<file path="config.mk">
export PLATFORM = sky130hd
export DESIGN_NAME = load_store_sequencer
export DESIGN_NICKNAME = d
export VERILOG_FILES = /design/src/rtl/load_store_sequencer.sv
export SDC_FILE = /design/constraint.sdc
export NUM_CORES = 1
export LEC_CHECK = 0
export BUFFER_PORTS_ARGS = -buffer_cell sky130_fd_sc_hd__buf_4
export CAP_MARGIN = 10
export CORE_MARGIN = 2
export CORE_UTILIZATION = 51
export DETAILED_ROUTE_END_ITERATION = 8
export MAX_ROUTING_LAYER = met4
export PLACE_DENSITY = 0.95
export SLEW_MARGIN = 25
export SYNTH_ARGS = -nofsm -noshare
export SYNTH_HDL_FRONTEND = slang
export SYNTH_SLANG_ARGS = --single-unit
</file>
<file path="constraint.sdc">
create_clock -name clk -period 3.7 [get_ports clk]
set_input_delay 0.37 -clock clk [delete_from_list [all_inputs] [get_ports clk]]
set_output_delay 0.37 -clock clk [all_outputs]
set_load 0.01 [all_outputs]
</file>
<file path="src/rtl/load_store_sequencer.sv">
// Load/store sequencer: accepts one memory request at a time, computes the
// effective address, holds the access stable to the memory unit for two
// enable cycles, then presents the captured result until it is consumed.

package load_store_sequencer_pkg;
  typedef struct packed {
    logic       is_write;
    logic       is_unsigned;
    logic [1:0] op_size;
  } mem_microcode_t;
endpackage

// state  | meaning
// IDLE   | no access in flight, ready for a request
// ACCESS | first memory enable cycle, request registers drive the memory unit
// SAMPLE | second memory enable cycle, memory result captured on exit
// RESP   | response presented until rsp_ready; may accept the next request
module load_store_sequencer
  import load_store_sequencer_pkg::*;
(
  input  logic           clk,
  input  logic           reset_n,
  input  logic           req_valid,
  output logic           req_ready,
  input  mem_microcode_t req_microcode,
  input  logic [31:0]    req_base,
  input  logic [11:0]    req_offset,
  input  logic [31:0]    req_store_data,
  output logic           mem_enable_n,
  output mem_microcode_t mem_microcode,
  output logic [31:0]    mem_addr,
  output logic [31:0]    mem_in,
  input  logic [31:0]    mem_out,
  input  logic [2:0]     mem_fault_num,
  output logic           rsp_valid,
  input  logic           rsp_ready,
  output logic [31:0]    rsp_data,
  output logic [2:0]     rsp_fault_num,
  output logic [31:0]    rsp_addr
);

  typedef enum logic [1:0] {
    IDLE   = 2'd0,
    ACCESS = 2'd1,
    SAMPLE = 2'd2,
    RESP   = 2'd3
  } state_t;

  state_t         state_q;
  state_t         state_d;
  logic           accept;
  logic [31:0]    eff_addr;
  mem_microcode_t mc_q;
  logic [31:0]    addr_q;
  logic [31:0]    data_q;
  logic [31:0]    rsp_data_q;
  logic [2:0]     rsp_fault_q;

  // Effective address wraps modulo 2^32; range checking belongs to the memory unit.
  assign eff_addr = req_base + {{20{req_offset[11]}}, req_offset};
  assign accept   = req_valid & req_ready;

  // State register.
  always_ff @(posedge clk) begin
    if (!reset_n) state_q <= IDLE;
    else          state_q <= state_d;
  end

  // Next-state and handshake/enable decode; reset forces the handshake and enable inactive.
  always_comb begin
    state_d      = state_q;
    req_ready    = 1'b0;
    mem_enable_n = 1'b1;
    rsp_valid    = 1'b0;
    case (state_q)
      IDLE: begin
        req_ready = 1'b1;
        if (req_valid) state_d = ACCESS;
      end
      ACCESS: begin
        mem_enable_n = 1'b0;
        state_d      = SAMPLE;
      end
      SAMPLE: begin
        mem_enable_n = 1'b0;
        state_d      = RESP;
      end
      RESP: begin
        rsp_valid = 1'b1;
        req_ready = rsp_ready;
        if (rsp_ready) state_d = req_valid ? ACCESS : IDLE;
      end
      default: state_d = IDLE;
    endcase
    if (!reset_n) begin
      req_ready    = 1'b0;
      mem_enable_n = 1'b1;
    end
  end

  // Request registers: loaded only on acceptance so the memory unit sees a stable access.
  always_ff @(posedge clk) begin
    if (!reset_n) begin
      mc_q   <= '0;
      addr_q <= '0;
      data_q <= '0;
    end else if (accept) begin
      mc_q   <= req_microcode;
      addr_q <= eff_addr;
      data_q <= req_store_data;
    end
  end

  // Response capture at SAMPLE exit; stores and faulting accesses return zero data.
  always_ff @(posedge clk) begin
    if (!reset_n) begin
      rsp_data_q  <= '0;
      rsp_fault_q <= '0;
    end else if (state_q == SAMPLE) begin
      rsp_fault_q <= mem_fault_num;
      rsp_data_q  <= (mc_q.is_write || mem_fault_num[2]) ? 32'd0 : mem_out;
    end
  end

  assign mem_microcode = mc_q;
  assign mem_addr      = addr_q;
  assign mem_in        = data_q;
  assign rsp_data      = rsp_data_q;
  assign rsp_fault_num = rsp_fault_q;
  assign rsp_addr      = addr_q;

endmodule

</file>
# Yosys cells after proc, flatten, opt, wreduce, memory -nomap -nowiden
# Index checks and enable logic that the tools add are counted.
# classes
eq_ne	5
bitwise	1
n_reduce_logical	4
n_mux	10
addsub	1
# op_table
operator	n
32-bit adder	1
32-bit two-way mux	1
2-bit one-hot mux with 4 select lines	1
1-bit two-way mux	5
2-bit == test, second input constant	2
2-bit two-way mux	2
2-bit inequality test, second input constant	2
2-bit by 1-bit == test with 1-bit output, second input constant	1
2-bit logical NOT	1
1-bit one-hot mux with 2 select lines	1
2-bit AND reduction	1
2-bit OR reduction	1
1-bit bitwise AND	1
1-bit logical OR	1
# word_totals
input_bits	119
output_inout_bits	138
wordCells	29
regBits	105

# Logic depth before layout (Yosys ltp)
# Gate-level depths: netlist of run 1.
# depth
word_depth	4
ltp_mapped	10
mapped_depth_nobuf	10

# Least setup slack after synthesis of run 1
# OpenSTA, ideal clock, no wires.
# synth_timing
path_kind	input port to flip-flop
start	input port req_base[0]
end	register addr_q[26] (netlist: mem_addr[26])
required_ps	3574
t_arrival_ps	2449
cell_stages	10
path_buffers	0
setup_time_ps	126
setup_slack_ps	1125
cell_sequence	ha_1 fa_1 a21o_1 a221oi_2 o21ai_1 a21o_1 a31o_2 a21boi_2 xor2_1 o21ai_1
# synth_via
elab_chain_cells	1
# synth_rtl
item	line	rtl
start, declared	26	input logic [31:0] req_base,
32-bit adder	60	assign eff_addr = req_base + {{20{req_offset[11]}}, req_offset};
end signal, assigned	109	addr_q <= eff_addr;
end, declared	54	logic [31:0] addr_q;
# Every way passes these cells.
# A chain may end at the register's enable or synchronous reset.

# Worst setup path in the final report of run 1
# layout_timing
start	input port req_base[0]
end	register addr_q[28] (netlist: mem_addr[28])
# The elaborated chain is that of the path after synthesis.

==> report_table.html, run 1 <==
<table>
<tr><th>Metric</th><th>Value</th></tr>
<tr><th colspan="2">Outcome</th></tr>
<tr><td>Outcome</td><td>complete, no violations</td></tr>
<tr><th colspan="2">GRT</th></tr>
<tr><td>Antenna violations before repair</td><td>0</td></tr>
<tr><td>Overflow left after global routing</td><td>0</td></tr>
<tr><td>First-pass GRT wire length</td><td>~25 mm</td></tr>
<tr><td>Number of global-route vias before repair</td><td>around 5300</td></tr>
<tr><td>Largest net degree at the start of global routing</td><td>82</td></tr>
<tr><td>Total global routing track utilization</td><td>a little over a quarter</td></tr>
<tr><th colspan="2">Clocking</th></tr>
<tr><td>TritonCTS Buffers</td><td>9</td></tr>
<tr><td>Setup Buffers After CTS</td><td>0</td></tr>
<tr><td>Clock latency reported for the late side of the worst-skew pair</td><td>around 360 ps</td></tr>
<tr><td>Max Root-Sink Buffers</td><td>2</td></tr>
<tr><td>TritonCTS clock tree</td><td>yes</td></tr>
<tr><td>Depth of the CTS H-tree</td><td>3</td></tr>
<tr><td>Total of cells resized after clock tree synthesis</td><td>0</td></tr>
<tr><td>Number of sinks handled by clock tree synthesis</td><td>about 110</td></tr>
<tr><td>Clock slew at the register clock pins of the worst setup and hold paths</td><td>between 100 and 150 ps</td></tr>
<tr><td>Number of buffers inserted by hold repair at cts</td><td>0</td></tr>
<tr><td>Root buffer cell</td><td>sky130_fd_sc_hd__clkbuf_8</td></tr>
<tr><th colspan="2">Logic synthesis</th></tr>
<tr><td>YS warnings</td><td>0</td></tr>
<tr><td>Synthesis-stage register bit count</td><td>~110</td></tr>
<tr><td>Number of enable-type register cells in the synthesized netlist</td><td>0</td></tr>
<tr><td>Syn_area_per_cell</td><td>7.95 µm²</td></tr>
<tr><td>Largest cells by area after synthesis</td><td>sky130_fd_sc_hd__dfxtp_1 37%, sky130_fd_sc_hd__a21oi_1 9.7%, sky130_fd_sc_hd__nand2_1 7.9%</td></tr>
<tr><td>Synth Area in Simple Gates</td><td>around a fifth</td></tr>
<tr><td>Adder and majority cell fraction of the synthesized area</td><td>under 10%</td></tr>
<tr><td>Fraction of the mapped netlist area in compound gates</td><td>a little over a fifth</td></tr>
<tr><td>Multiplexer share of the synthesized area</td><td>less than 1%</td></tr>
<tr><td>Unique cell type count in the Yosys netlist</td><td>between 50 and 60</td></tr>
<tr><td>Dominant combinational cell family by area after synthesis</td><td>compound AO/OA/AOI/OAI gates</td></tr>
<tr><td>Sequential element share of the synthesized area</td><td>approximately 37%</td></tr>
<tr><td>Xor-xnor portion of the synthesized cell area</td><td>3.87%</td></tr>
<tr><td>Post-synth top area share</td><td>between 30% and 40%</td></tr>
<tr><td>Async SR Flop Fraction</td><td>0%</td></tr>
<tr><td>Most used DFF post-synth</td><td>sky130_fd_sc_hd__dfxtp_1</td></tr>
<tr><td>Total standard cell area after synthesis</td><td>about 5700 µm²</td></tr>
<tr><td>Post-synthesis cell type with the largest combined area</td><td>sky130_fd_sc_hd__dfxtp_1</td></tr>
<tr><td>Syn Inst Count</td><td>711</td></tr>
<tr><td>Synthesized netlist net count</td><td>around 870</td></tr>
<tr><th colspan="2">Placed design</th></tr>
<tr><td>Post-Place Cells</td><td>1046</td></tr>
<tr><td>Buffers on Ports</td><td>256</td></tr>
<tr><td>Placed Instance Area</td><td>around 7400 µm²</td></tr>
<tr><td>GPL Wtd Cong</td><td>0.968</td></tr>
<tr><td>Detailed placement HPWL</td><td>around 13 mm</td></tr>
<tr><th colspan="2">Pwr</th></tr>
<tr><td>LEAKAGE</td><td>~0.0035 µW</td></tr>
<tr><td>Post-route total power</td><td>~3800 µW</td></tr>
<tr><td>Largest vdd supply drop</td><td>around 0.34 mV</td></tr>
<tr><td>Power density cells</td><td>roughly 490 nW/µm²</td></tr>
<tr><th colspan="2">STA</th></tr>
<tr><td>Total negative slack for setup checks</td><td>0 ps</td></tr>
<tr><td>Post-layout min period</td><td>2650 ps</td></tr>
<tr><td>Clock tree skew after final layout</td><td>about 17 ps</td></tr>
<tr><td>Final Hold Viols</td><td>0</td></tr>
<tr><td>Slew of the pin with the lowest slew margin</td><td>834 ps</td></tr>
<tr><td>Relative slew slack</td><td>roughly 44%</td></tr>
<tr><td>Maximum frequency from static timing analysis</td><td>377 MHz</td></tr>
<tr><td>Max-slew violations</td><td>0</td></tr>
<tr><td>Unrepaired setup endpoints after global routing</td><td>false</td></tr>
<tr><td>Final setup violation count</td><td>0</td></tr>
<tr><td>Post-route fraction of the period consumed by the critical path</td><td>slightly above 70%</td></tr>
<tr><th colspan="2">Route</th></tr>
<tr><td>Antenna Nets Post-Route</td><td>0</td></tr>
<tr><td>First-pass DRT Iterations</td><td>5</td></tr>
<tr><td>Post-detailed-route DRC marker count</td><td>0</td></tr>
<tr><td>DR vias/cell</td><td>about 5.5</td></tr>
<tr><td>Per-cell routed wire length</td><td>15.8 µm</td></tr>
<tr><td>Violation count after the first detailed-route iteration</td><td>between 300 and 400</td></tr>
<tr><td>Total number of vias</td><td>roughly 5800</td></tr>
<tr><td>Total wirelength of the detailed-routed design</td><td>between 15 and 20 mm</td></tr>
<tr><th colspan="2">Worst hold path</th></tr>
<tr><td>Worst hold-check path type</td><td>input port to register</td></tr>
<tr><th colspan="2">Layout</th></tr>
<tr><td>Number of fill cells in the layout</td><td>869</td></tr>
<tr><td>Leading cell type in the layout, fill and taps excluded</td><td>sky130_fd_sc_hd__buf_4</td></tr>
<tr><td>Non-filler cells in the finished layout</td><td>approximately 1100</td></tr>
<tr><td>Number of inserted diodes</td><td>0</td></tr>
<tr><td>Share of post-route cells with drive strength above 1</td><td>roughly a third</td></tr>
<tr><td>Commonest cells after routing, fill and taps aside</td><td>264 x sky130_fd_sc_hd__buf_4, 118 x sky130_fd_sc_hd__nand2_1, 110 x sky130_fd_sc_hd__a21oi_1</td></tr>
<tr><td>Total Nets Final</td><td>1072</td></tr>
<tr><td>Area added between synthesis and finish</td><td>35.4%</td></tr>
<tr><td>Final instance area</td><td>between 7000 and 8000 µm²</td></tr>
<tr><th colspan="2">Floorplanning</th></tr>
<tr><td>Total die area</td><td>11900 µm²</td></tr>
<tr><td>I/O pin count</td><td>around 260</td></tr>
<tr><td>Core box area</td><td>roughly 11000 µm²</td></tr>
<tr><td>Initial standard-cell utilization of the core</td><td>52.2%</td></tr>
<tr><td>Number of cell rows</td><td>38</td></tr>
<tr><td>Die H</td><td>about 110 µm</td></tr>
<tr><td>Width of the die</td><td>approximately 110 µm</td></tr>
<tr><th colspan="2">Setup path</th></tr>
<tr><td>Worst Path Max Fanout</td><td>4</td></tr>
<tr><td>Total buffers and inverters traversed by the critical path</td><td>1</td></tr>
<tr><td>Capturing element type of the critical path</td><td>register</td></tr>
<tr><td>Cell family with most CP delay</td><td>compound AO/OA/AOI/OAI gates</td></tr>
<tr><td>List of cells traversed by the critical path</td><td>buf_4, ha_1, fa_1, a21o_1, a221oi_2, o211ai_2, a221oi_2, nor4_1, a41oi_2, xor2_1, o21ai_1</td></tr>
<tr><td>Slack of the worst reg-to-reg path</td><td>1460 ps</td></tr>
<tr><td>Slowest library cell on the worst path</td><td>sky130_fd_sc_hd__a221oi_2</td></tr>
<tr><td>Critical path required time</td><td>3950 ps</td></tr>
<tr><td>Largest incremental delay on the critical path</td><td>about 440 ps</td></tr>
<tr><td>Crit Path Category</td><td>input port to register</td></tr>
<tr><td>Top cell by count, worst path</td><td>sky130_fd_sc_hd__a221oi_2</td></tr>
<tr><td>Startpoint kind of the worst setup timing path</td><td>input port</td></tr>
<tr><td>Critical Path AT</td><td>between 2000 and 3000 ps</td></tr>
<tr><th colspan="2">Job</th></tr>
<tr><td>Max-cap viol count</td><td>0</td></tr>
</table>
-- state kept, by name (all words and copies together), names as in the netlist --
register       cells
state_q            2
mem_addr          32
rsp_fault_num      3
mem_microcode      4
rsp_data          32
mem_in            32
-- report_power, final --
group	switching, µW	internal [µW]	leakage (µW)
combinational	864	725	0.00258
sequential	143	1320	0.000852
clock	438	270	0.000100
total	1450	2310	0.00353
-- cell families (layout without fill, tap and decap cells) --
group	after synthesis	after routing
flops	105	105
fa+ha+maj	36	36
mux	5	5
buf+inv	78	289
xor+xnor	25	25
simple gates	263	263
compound gates	199	199
-- layer usage --
layer / up-vias / global-route usage (%) / share of wire [%]
met5: - / - / 0
met4: 0 / 10.7 / 2.6
met3: 33 / 4.92 / 7.6
met2: 235 / 49.8 / 51
met1: 2688 / 29.5 / 38
li1: 2845 / - / -
-- metrics by stage --
stage          utilization [%]  setup WS [ps]  hold slack, ps
2_1_floorplan                -           1120             481
3_3_place_gp              68.7            812             442
3_5_place_dp              68.7            698             448
4_1_cts                   70.6           1090             216
5_1_grt                   70.6            945             212
6_report                  70.6           1050             228
-- worst register-to-register path, cell delays in order (launching register included) --
cell and delay (ps):
sky130_fd_sc_hd__dfxtp_1 410, sky130_fd_sc_hd__inv_1 90, sky130_fd_sc_hd__ha_1 330, sky130_fd_sc_hd__nor3_1 320, sky130_fd_sc_hd__nand2_2 300, sky130_fd_sc_hd__buf_4 330, sky130_fd_sc_hd__o31ai_1 270, sky130_fd_sc_hd__and2_1 150
-- Yosys cell counts (all sizes together) (9+ instances only) --
| master | n |
|---|---|
| nand3 | 24 |
| o21ai | 27 |
| nand2 | 119 |
| dfxtp | 105 |
| a21o | 13 |
| inv | 9 |
| buf | 34 |
| clkbuf | 35 |
| a21oi | 110 |
| nor2 | 57 |
| nor2b | 34 |
| ha | 35 |
| xor2 | 17 |
-- final cells by class --
cell class	count	area (µm²)	share of cell area (%)
well taps	140	175	2.29
repair buffers	264	1980	25.9
clock inverters	7	85.1	1.11
clock buffers	9	124	1.62
inverters	9	33.8	0.441
flip-flops and latches	105	2100	27.5
multi-input cells	528	3150	41.2
-- final timing paths --
| path | startpoint | endpoint | cells after the start |
|---|---|---|---|
| setup / recovery | req_base[0] | mem_addr[28] | 11 |
| hold / removal | mem_out[9] | rsp_data[9] | 3 |
| setup reg to reg | state_q[1] | mem_addr[10] | 7 |
| hold reg to reg | mem_in[2] | mem_in[2] | 2 |
Power figures use the tool's default switching activity.
==> run 2, diff against run 1 <==
Settings changed: CORE_UTILIZATION 51 to 48, PLACE_DENSITY 0.95 to 0.93.
Clock period 3.7 ns to 2.63 ns, I/O delays scaled along.
==> run 2 against run 1 <==
Combinational power grew 43%. Cell count grew 1.6%. Design area grew 2.8%. Sequential power grew 40%. Critical path depth grew 1. Flip-flop and latch count is the same. Global-route usage shrank 2.1 points. Sequential share of layout area shrank 0.75 points. Largest cell class unchanged. Highest routed layer unchanged.
==> report_table.html, run 2 (same netlist as run 1, synthesis figures left out) <==
<table>
<tr><th>Metric</th><th>Value</th></tr>
<tr><th colspan="2">Outcome</th></tr>
<tr><td>Outcome</td><td>complete, no violations</td></tr>
<tr><th colspan="2">Clocking</th></tr>
<tr><td>Max Root-Sink Buffers</td><td>2</td></tr>
<tr><td>Number of sinks handled by clock tree synthesis</td><td>approximately 110</td></tr>
<tr><td>Total of cells resized after clock tree synthesis</td><td>0</td></tr>
<tr><td>Clock slew at the register clock pins of the worst setup and hold paths</td><td>80 ps</td></tr>
<tr><td>Setup Buffers After CTS</td><td>0</td></tr>
<tr><td>Clock latency reported for the late side of the worst-skew pair</td><td>340 ps</td></tr>
<tr><td>Number of buffers inserted by hold repair at cts</td><td>0</td></tr>
<tr><td>Root buffer cell</td><td>sky130_fd_sc_hd__clkbuf_16</td></tr>
<tr><td>Depth of the CTS H-tree</td><td>3</td></tr>
<tr><td>TritonCTS Buffers</td><td>9</td></tr>
<tr><td>TritonCTS clock tree</td><td>yes</td></tr>
<tr><th colspan="2">STA</th></tr>
<tr><td>Final Hold Viols</td><td>0</td></tr>
<tr><td>Final setup violation count</td><td>0</td></tr>
<tr><td>Maximum frequency from static timing analysis</td><td>between 400 and 500 MHz</td></tr>
<tr><td>Post-layout min period</td><td>around 2400 ps</td></tr>
<tr><td>Slew of the pin with the lowest slew margin</td><td>548 ps</td></tr>
<tr><td>Total negative slack for setup checks</td><td>0 ps</td></tr>
<tr><td>Unrepaired setup endpoints after global routing</td><td>false</td></tr>
<tr><td>Post-route fraction of the period consumed by the critical path</td><td>about nine tenths</td></tr>
<tr><td>Relative slew slack</td><td>63.1%</td></tr>
<tr><td>Max-slew violations</td><td>0</td></tr>
<tr><td>Clock tree skew after final layout</td><td>between 8 and 9 ps</td></tr>
<tr><th colspan="2">Floorplanning</th></tr>
<tr><td>Die H</td><td>around 110 µm</td></tr>
<tr><td>Number of cell rows</td><td>39</td></tr>
<tr><td>Core box area</td><td>11500 µm²</td></tr>
<tr><td>Width of the die</td><td>about 110 µm</td></tr>
<tr><td>Initial standard-cell utilization of the core</td><td>between 40 and 50%</td></tr>
<tr><td>I/O pin count</td><td>257</td></tr>
<tr><td>Total die area</td><td>around 13000 µm²</td></tr>
<tr><th colspan="2">Route</th></tr>
<tr><td>Total number of vias</td><td>between 5000 and 6000</td></tr>
<tr><td>Violation count after the first detailed-route iteration</td><td>between 400 and 500</td></tr>
<tr><td>Total wirelength of the detailed-routed design</td><td>about 16 mm</td></tr>
<tr><td>Per-cell routed wire length</td><td>around 15 µm</td></tr>
<tr><td>DR vias/cell</td><td>~5.4</td></tr>
<tr><td>First-pass DRT Iterations</td><td>5</td></tr>
<tr><td>Post-detailed-route DRC marker count</td><td>0</td></tr>
<tr><td>Antenna Nets Post-Route</td><td>0</td></tr>
<tr><th colspan="2">Setup path</th></tr>
<tr><td>Startpoint kind of the worst setup timing path</td><td>input port</td></tr>
<tr><td>Worst setup startpoint</td><td>req_base[0]</td></tr>
<tr><td>Worst Path Max Fanout</td><td>3</td></tr>
<tr><td>R2r startpoint</td><td>state_q[1]</td></tr>
<tr><td>Crit Path Category</td><td>input port to register</td></tr>
<tr><td>Critical path endpoint</td><td>mem_addr[28]</td></tr>
<tr><td>Number of cell instances on the worst register-to-register path</td><td>7</td></tr>
<tr><td>Critical Path AT</td><td>about 2600 ps</td></tr>
<tr><td>Critical path required time</td><td>approximately 2900 ps</td></tr>
<tr><td>Slack of the worst reg-to-reg path</td><td>500 ps</td></tr>
<tr><td>Capturing element type of the critical path</td><td>register</td></tr>
<tr><td>Worst reg2reg path endpoint</td><td>mem_addr[31]</td></tr>
<tr><th colspan="2">Pwr</th></tr>
<tr><td>Proportion of power drawn by combinational gates</td><td>40.3%</td></tr>
<tr><td>Int Pwr</td><td>between 3000 and 4000 µW</td></tr>
<tr><td>Net switching share of the total power</td><td>between 30% and 40%</td></tr>
<tr><td>LEAKAGE</td><td>roughly 0.0036 µW</td></tr>
<tr><td>Power density cells</td><td>~700 nW/µm²</td></tr>
<tr><td>Clock group share of total power</td><td>23.4%</td></tr>
<tr><td>Reported net switching power</td><td>2060 µW</td></tr>
<tr><td>Largest vdd supply drop</td><td>0.402 mV</td></tr>
<tr><td>Sequential group share of total power</td><td>a little over a third</td></tr>
<tr><th colspan="2">Worst hold path</th></tr>
<tr><td>Worst hold-check path type</td><td>input port to register</td></tr>
<tr><td>Hold path cells</td><td>3</td></tr>
<tr><th colspan="2">Layout</th></tr>
<tr><td>Multi-input gate area in the final layout</td><td>3150 µm²</td></tr>
<tr><td>Final instance area</td><td>between 7000 and 8000 µm²</td></tr>
<tr><td>Total Nets Final</td><td>roughly 1100</td></tr>
<tr><td>Number of inserted diodes</td><td>0</td></tr>
<tr><td>Commonest cells after routing, fill and taps aside</td><td>277 x sky130_fd_sc_hd__buf_4, 118 x sky130_fd_sc_hd__nand2_1, 110 x sky130_fd_sc_hd__a21oi_1</td></tr>
<tr><td>Non-filler cells in the finished layout</td><td>between 1000 and 1500</td></tr>
<tr><td>Leading cell type in the layout, fill and taps excluded</td><td>sky130_fd_sc_hd__buf_4</td></tr>
<tr><td>Number of fill cells in the layout</td><td>912</td></tr>
<tr><td>Share of post-route cells with drive strength above 1</td><td>between 30% and 40%</td></tr>
<tr><td>Register area</td><td>about 2100 µm²</td></tr>
<tr><td>Area added between synthesis and finish</td><td>39.2%</td></tr>
<tr><th colspan="2">Placed design</th></tr>
<tr><td>Buffers on Ports</td><td>around 260</td></tr>
<tr><td>GPL Wtd Cong</td><td>about 0.93</td></tr>
<tr><td>Placed Instance Area</td><td>7570 µm²</td></tr>
<tr><td>Post-Place Cells</td><td>roughly 1100</td></tr>
<tr><td>Detailed placement HPWL</td><td>12.7 mm</td></tr>
<tr><th colspan="2">GRT</th></tr>
<tr><td>Antenna violations before repair</td><td>0</td></tr>
<tr><td>Overflow left after global routing</td><td>0</td></tr>
<tr><td>Number of global-route vias before repair</td><td>around 5500</td></tr>
<tr><td>First-pass GRT wire length</td><td>around 26 mm</td></tr>
<tr><td>Total global routing track utilization</td><td>between 20% and 30%</td></tr>
<tr><td>Largest net degree at the start of global routing</td><td>54</td></tr>
<tr><th colspan="2">Job</th></tr>
<tr><td>Max-cap viol count</td><td>0</td></tr>
</table>
==> run 2: cell type report <==
cell class	count	area share, %
Inverter	9	0.429
Multi-Input combinational cell	528	40.1
Tap cell	143	2.27
Timing Repair Buffer	278	26.7
Clock buffer	9	2.86
Sequential cell	105	26.7
Clock inverter	7	0.970
==> run 2: worst min-delay path by stage <==
stage,from,endpoint
2_1_floorplan,req_store_data[0],mem_in[0]
3_3_place_gp,mem_in[25],mem_in[25]
3_5_place_dp,mem_in[16],mem_in[16]
4_1_cts,mem_out[5],rsp_data[5]
5_1_grt,mem_out[6],rsp_data[6]
6_report,mem_out[12],rsp_data[12]
==> run 2: worst max-delay path, cell delays in order <==
cell and delay (ps):
sky130_fd_sc_hd__buf_4 110, sky130_fd_sc_hd__ha_1 220, sky130_fd_sc_hd__fa_1 390, sky130_fd_sc_hd__a21o_1 210, sky130_fd_sc_hd__a221oi_2 210, sky130_fd_sc_hd__buf_4 170
sky130_fd_sc_hd__o211ai_2 110, sky130_fd_sc_hd__a221oi_2 280, sky130_fd_sc_hd__nor4_1 130, sky130_fd_sc_hd__a41oi_2 220, sky130_fd_sc_hd__xor2_1 200, sky130_fd_sc_hd__o21ai_1 90
==> run 2: layer usage <==
layer	wire, µm	up-vias	share of wire [%]	GRT usage (%)
met1	6710	2661	41	30.2
li1	-	2869	-	-
met4	497	0	3.0	9.67
met2	8140	223	50	43.1
met5	0	-	0	-
met3	985	43	6.0	3.67
==> run 2: metrics by stage <==
step / total power (µW) / hold WS, ps / utilization (%) / worst slack, ps
final: 5640 / 147 / 68.6 / 251
after global routing: 5970 / 148 / 68.6 / 130
after CTS: 5660 / 144 / 68.6 / 268
after detailed placement: 4350 / 447 / 66.0 / -89.6
after global placement: 4290 / 441 / 66.0 / 6.13
after floorplan: 3410 / 399 / - / 162
==> run 2: power groups by stage <==
stage | clock network (µW) | logic [µW] | registers, µW
after floorplan | 0 | 1260 | 2150
after global placement | 0 | 2220 | 2070
after detailed placement | 0 | 2270 | 2080
after CTS | 1340 | 2280 | 2050
after global routing | 1410 | 2480 | 2080
final | 1320 | 2270 | 2050
==> run 3, diff against run 2 <==
Settings changed: CORE_UTILIZATION 48 to 49, CTS_BUF_LIST set to sky130_fd_sc_hd__clkbuf_4 sky130_fd_sc_hd__clkbuf_8, PLACE_DENSITY 0.93 to 0.94.
==> run 3 against run 2 <==
Sequential power about the same. Critical path depth unchanged. Combinational power about the same. Via count down 0.16%. Highest routed layer unchanged.
==> report_table.html, run 3 (same netlist as run 1, synthesis figures left out) <==
<table>
<tr><th>Metric</th><th>Value</th></tr>
<tr><th colspan="2">Layout</th></tr>
<tr><td>Leading cell type in the layout, fill and taps excluded</td><td>sky130_fd_sc_hd__buf_4</td></tr>
<tr><td>Share of post-route cells with drive strength above 1</td><td>32.9%</td></tr>
<tr><td>Commonest cells after routing, fill and taps aside</td><td>275 x sky130_fd_sc_hd__buf_4, 118 x sky130_fd_sc_hd__nand2_1, 110 x sky130_fd_sc_hd__a21oi_1</td></tr>
<tr><td>Final instance area</td><td>between 7000 and 8000 µm²</td></tr>
<tr><td>Area added between synthesis and finish</td><td>36.6%</td></tr>
<tr><td>Total Nets Final</td><td>roughly 1100</td></tr>
<tr><td>Number of inserted diodes</td><td>0</td></tr>
<tr><th colspan="2">Clocking</th></tr>
<tr><td>Root buffer cell</td><td>sky130_fd_sc_hd__clkbuf_8</td></tr>
<tr><td>TritonCTS clock tree</td><td>yes</td></tr>
<tr><td>Clock slew at the register clock pins of the worst setup and hold paths</td><td>roughly 110 ps</td></tr>
<tr><td>Depth of the CTS H-tree</td><td>3</td></tr>
<tr><td>Number of sinks handled by clock tree synthesis</td><td>between 100 and 150</td></tr>
<tr><td>Total of cells resized after clock tree synthesis</td><td>0</td></tr>
<tr><td>Setup Buffers After CTS</td><td>0</td></tr>
<tr><td>Number of buffers inserted by hold repair at cts</td><td>0</td></tr>
<tr><td>TritonCTS Buffers</td><td>9</td></tr>
<tr><td>Max Root-Sink Buffers</td><td>2</td></tr>
<tr><td>Clock latency reported for the late side of the worst-skew pair</td><td>380 ps</td></tr>
<tr><th colspan="2">Route</th></tr>
<tr><td>Total number of vias</td><td>between 5000 and 6000</td></tr>
<tr><td>Total wirelength of the detailed-routed design</td><td>approximately 17 mm</td></tr>
<tr><td>Post-detailed-route DRC marker count</td><td>0</td></tr>
<tr><td>Antenna Nets Post-Route</td><td>0</td></tr>
<tr><td>DR vias/cell</td><td>~5.4</td></tr>
<tr><td>Violation count after the first detailed-route iteration</td><td>about 490</td></tr>
<tr><td>Per-cell routed wire length</td><td>approximately 15 µm</td></tr>
<tr><td>First-pass DRT Iterations</td><td>5</td></tr>
<tr><th colspan="2">Placed design</th></tr>
<tr><td>GPL Wtd Cong</td><td>between 0.9 and 1</td></tr>
<tr><td>Worst slack at placement</td><td>-64.6 ps</td></tr>
<tr><td>Buffers on Ports</td><td>~260</td></tr>
<tr><td>Placed Instance Area</td><td>between 7000 and 8000 µm²</td></tr>
<tr><td>Detailed placement HPWL</td><td>approximately 13 mm</td></tr>
<tr><th colspan="2">GRT</th></tr>
<tr><td>Overflow left after global routing</td><td>0</td></tr>
<tr><td>Number of global-route vias before repair</td><td>between 5000 and 6000</td></tr>
<tr><td>Total global routing track utilization</td><td>roughly a quarter</td></tr>
<tr><td>Antenna violations before repair</td><td>0</td></tr>
<tr><td>First-pass GRT wire length</td><td>around 26 mm</td></tr>
<tr><td>Largest net degree at the start of global routing</td><td>between 40 and 50</td></tr>
<tr><th colspan="2">STA</th></tr>
<tr><td>Maximum frequency from static timing analysis</td><td>approximately 430 MHz</td></tr>
<tr><td>Total negative slack for setup checks</td><td>0 ps</td></tr>
<tr><td>Final-layout worst hold slack</td><td>102 ps</td></tr>
<tr><td>Final Hold Viols</td><td>0</td></tr>
<tr><td>Final setup violation count</td><td>0</td></tr>
<tr><td>Clock tree skew after final layout</td><td>16.3 ps</td></tr>
<tr><td>Post-route fraction of the period consumed by the critical path</td><td>87.6%</td></tr>
<tr><td>Post-layout min period</td><td>2300 ps</td></tr>
<tr><td>Crit path setup slack, layout</td><td>327 ps</td></tr>
<tr><td>Max-slew violations</td><td>0</td></tr>
<tr><td>Unrepaired setup endpoints after global routing</td><td>false</td></tr>
<tr><td>Relative slew slack</td><td>a little under two thirds</td></tr>
<tr><td>Slew of the pin with the lowest slew margin</td><td>541 ps</td></tr>
<tr><th colspan="2">Setup path</th></tr>
<tr><td>Capturing element type of the critical path</td><td>register</td></tr>
<tr><td>List of cells traversed by the critical path</td><td>buf_4, ha_1, fa_1, a21o_1, a221oi_2, buf_4, o211ai_2, a221oi_2, nor4_1, a41oi_2, xor2_1, o21ai_1</td></tr>
<tr><td>Startpoint kind of the worst setup timing path</td><td>input port</td></tr>
<tr><td>Critical Path AT</td><td>2570 ps</td></tr>
<tr><td>Largest incremental delay on the critical path</td><td>between 300 and 400 ps</td></tr>
<tr><td>Worst Path Max Fanout</td><td>3</td></tr>
<tr><td>Critical path required time</td><td>a little under 3000 ps</td></tr>
<tr><td>Slowest library cell on the worst path</td><td>sky130_fd_sc_hd__fa_1</td></tr>
<tr><td>Slack of the worst reg-to-reg path</td><td>540 ps</td></tr>
<tr><td>Crit Path Category</td><td>input port to register</td></tr>
<tr><th colspan="2">Pwr</th></tr>
<tr><td>Net switching share of the total power</td><td>38.2%</td></tr>
<tr><td>Sequential group share of total power</td><td>between 30 and 40%</td></tr>
<tr><td>Reported net switching power</td><td>2020 µW</td></tr>
<tr><td>Power density cells</td><td>682 nW/µm²</td></tr>
<tr><td>LEAKAGE</td><td>0.00358 µW</td></tr>
<tr><td>Proportion of power drawn by combinational gates</td><td>a little over two fifths</td></tr>
<tr><td>Largest vdd supply drop</td><td>between 0.4 and 0.5 mV</td></tr>
<tr><td>Clock group share of total power</td><td>approximately 18%</td></tr>
<tr><td>Int Pwr</td><td>3260 µW</td></tr>
<tr><th colspan="2">Job</th></tr>
<tr><td>Max-cap viol count</td><td>0</td></tr>
<tr><th colspan="2">Floorplanning</th></tr>
<tr><td>Number of cell rows</td><td>39</td></tr>
<tr><td>Die H</td><td>between 100 and 150 µm</td></tr>
<tr><td>Width of the die</td><td>between 100 and 150 µm</td></tr>
<tr><td>Initial standard-cell utilization of the core</td><td>50.0%</td></tr>
<tr><td>Total die area</td><td>approximately 12000 µm²</td></tr>
<tr><td>I/O pin count</td><td>257</td></tr>
<tr><td>Core box area</td><td>between 10000 and 15000 µm²</td></tr>
<tr><th colspan="2">Outcome</th></tr>
<tr><td>Outcome</td><td>complete, no violations</td></tr>
<tr><th colspan="2">Worst hold path</th></tr>
<tr><td>Worst hold-check path type</td><td>input port to register</td></tr>
</table>
[run 3: changes by cell type in the layout (fill, tap and decap cells not counted)]
cell | before | now
sky130_fd_sc_hd__clkbuf_16 | 9 | 0
sky130_fd_sc_hd__clkbuf_8 | 0 | 9
sky130_fd_sc_hd__buf_4 | 277 | 275
sky130_fd_sc_hd__buf_12 | 1 | 0
sky130_fd_sc_hd__clkinv_2 | 0 | 1
sky130_fd_sc_hd__clkinv_4 | 1 | 2
sky130_fd_sc_hd__clkinv_8 | 2 | 1
sky130_fd_sc_hd__clkinvlp_4 | 2 | 1
[run 3: final timing paths]
kind	startpoint	to	depth (start not counted)
max	req_base[0]	mem_addr[28]	12
min	mem_out[19]	rsp_data[19]	3
max reg2reg	state_q[1]	mem_addr[31]	7
min reg2reg	mem_in[27]	mem_in[27]	2
[run 3: final cells by class]
cell class / count / area, µm²
multi-input combinational: 528 / 3150
sequential: 105 / 2100
clock buffer: 9 / 124
tap: 143 / 179
clock inverter: 7 / 66.3
timing repair buffer: 275 / 2060
fill: 935 / 3600
inverter: 9 / 33.8
[run 3: power by group through the flow]
| stage | clock, µW | combinational (µW) | sequential (µW) |
|---|---|---|---|
| after floorplan | 0 | 1260 | 2150 |
| after global placement | 0 | 2190 | 2070 |
| after detailed placement | 0 | 2240 | 2080 |
| after CTS | 982 | 2250 | 2050 |
| after global routing | 1050 | 2450 | 2080 |
| final | 966 | 2250 | 2050 |
[run 3: worst max-delay path: cells and delay by family]
| kind | cells | cell delay, ps |
|---|---|---|
| buffers and inverters | 2 | 270 |
| AOI/OAI and AO/OA | 6 | 1140 |
| adders and majority gates | 2 | 600 |
| and+or+nand+nor | 1 | 140 |
| xor gates and xnor gates | 1 | 160 |
[run 3: routing by layer]
metal / track usage [%] / vias up / share of wire, %
met5: - / - / 0
met4: 10.4 / 0 / 2.4
met3: 2.99 / 33 / 5.1
met2: 45.4 / 213 / 50
met1: 31.5 / 2678 / 42
li1: - / 2863 / -
[run 3: stage by stage]
| step | instances | total power [µW] | utilization (%) |
|---|---|---|---|
| 5_1_grt | 1076 | 5580 | 68.2 |
| 3_5_place_dp | 1060 | 4330 | 66.5 |
| 6_report | 1076 | 5270 | 68.2 |
| 2_1_floorplan | 711 | 3410 | - |
| 4_1_cts | 1076 | 5280 | 68.2 |
| 3_3_place_gp | 1060 | 4260 | 66.5 |
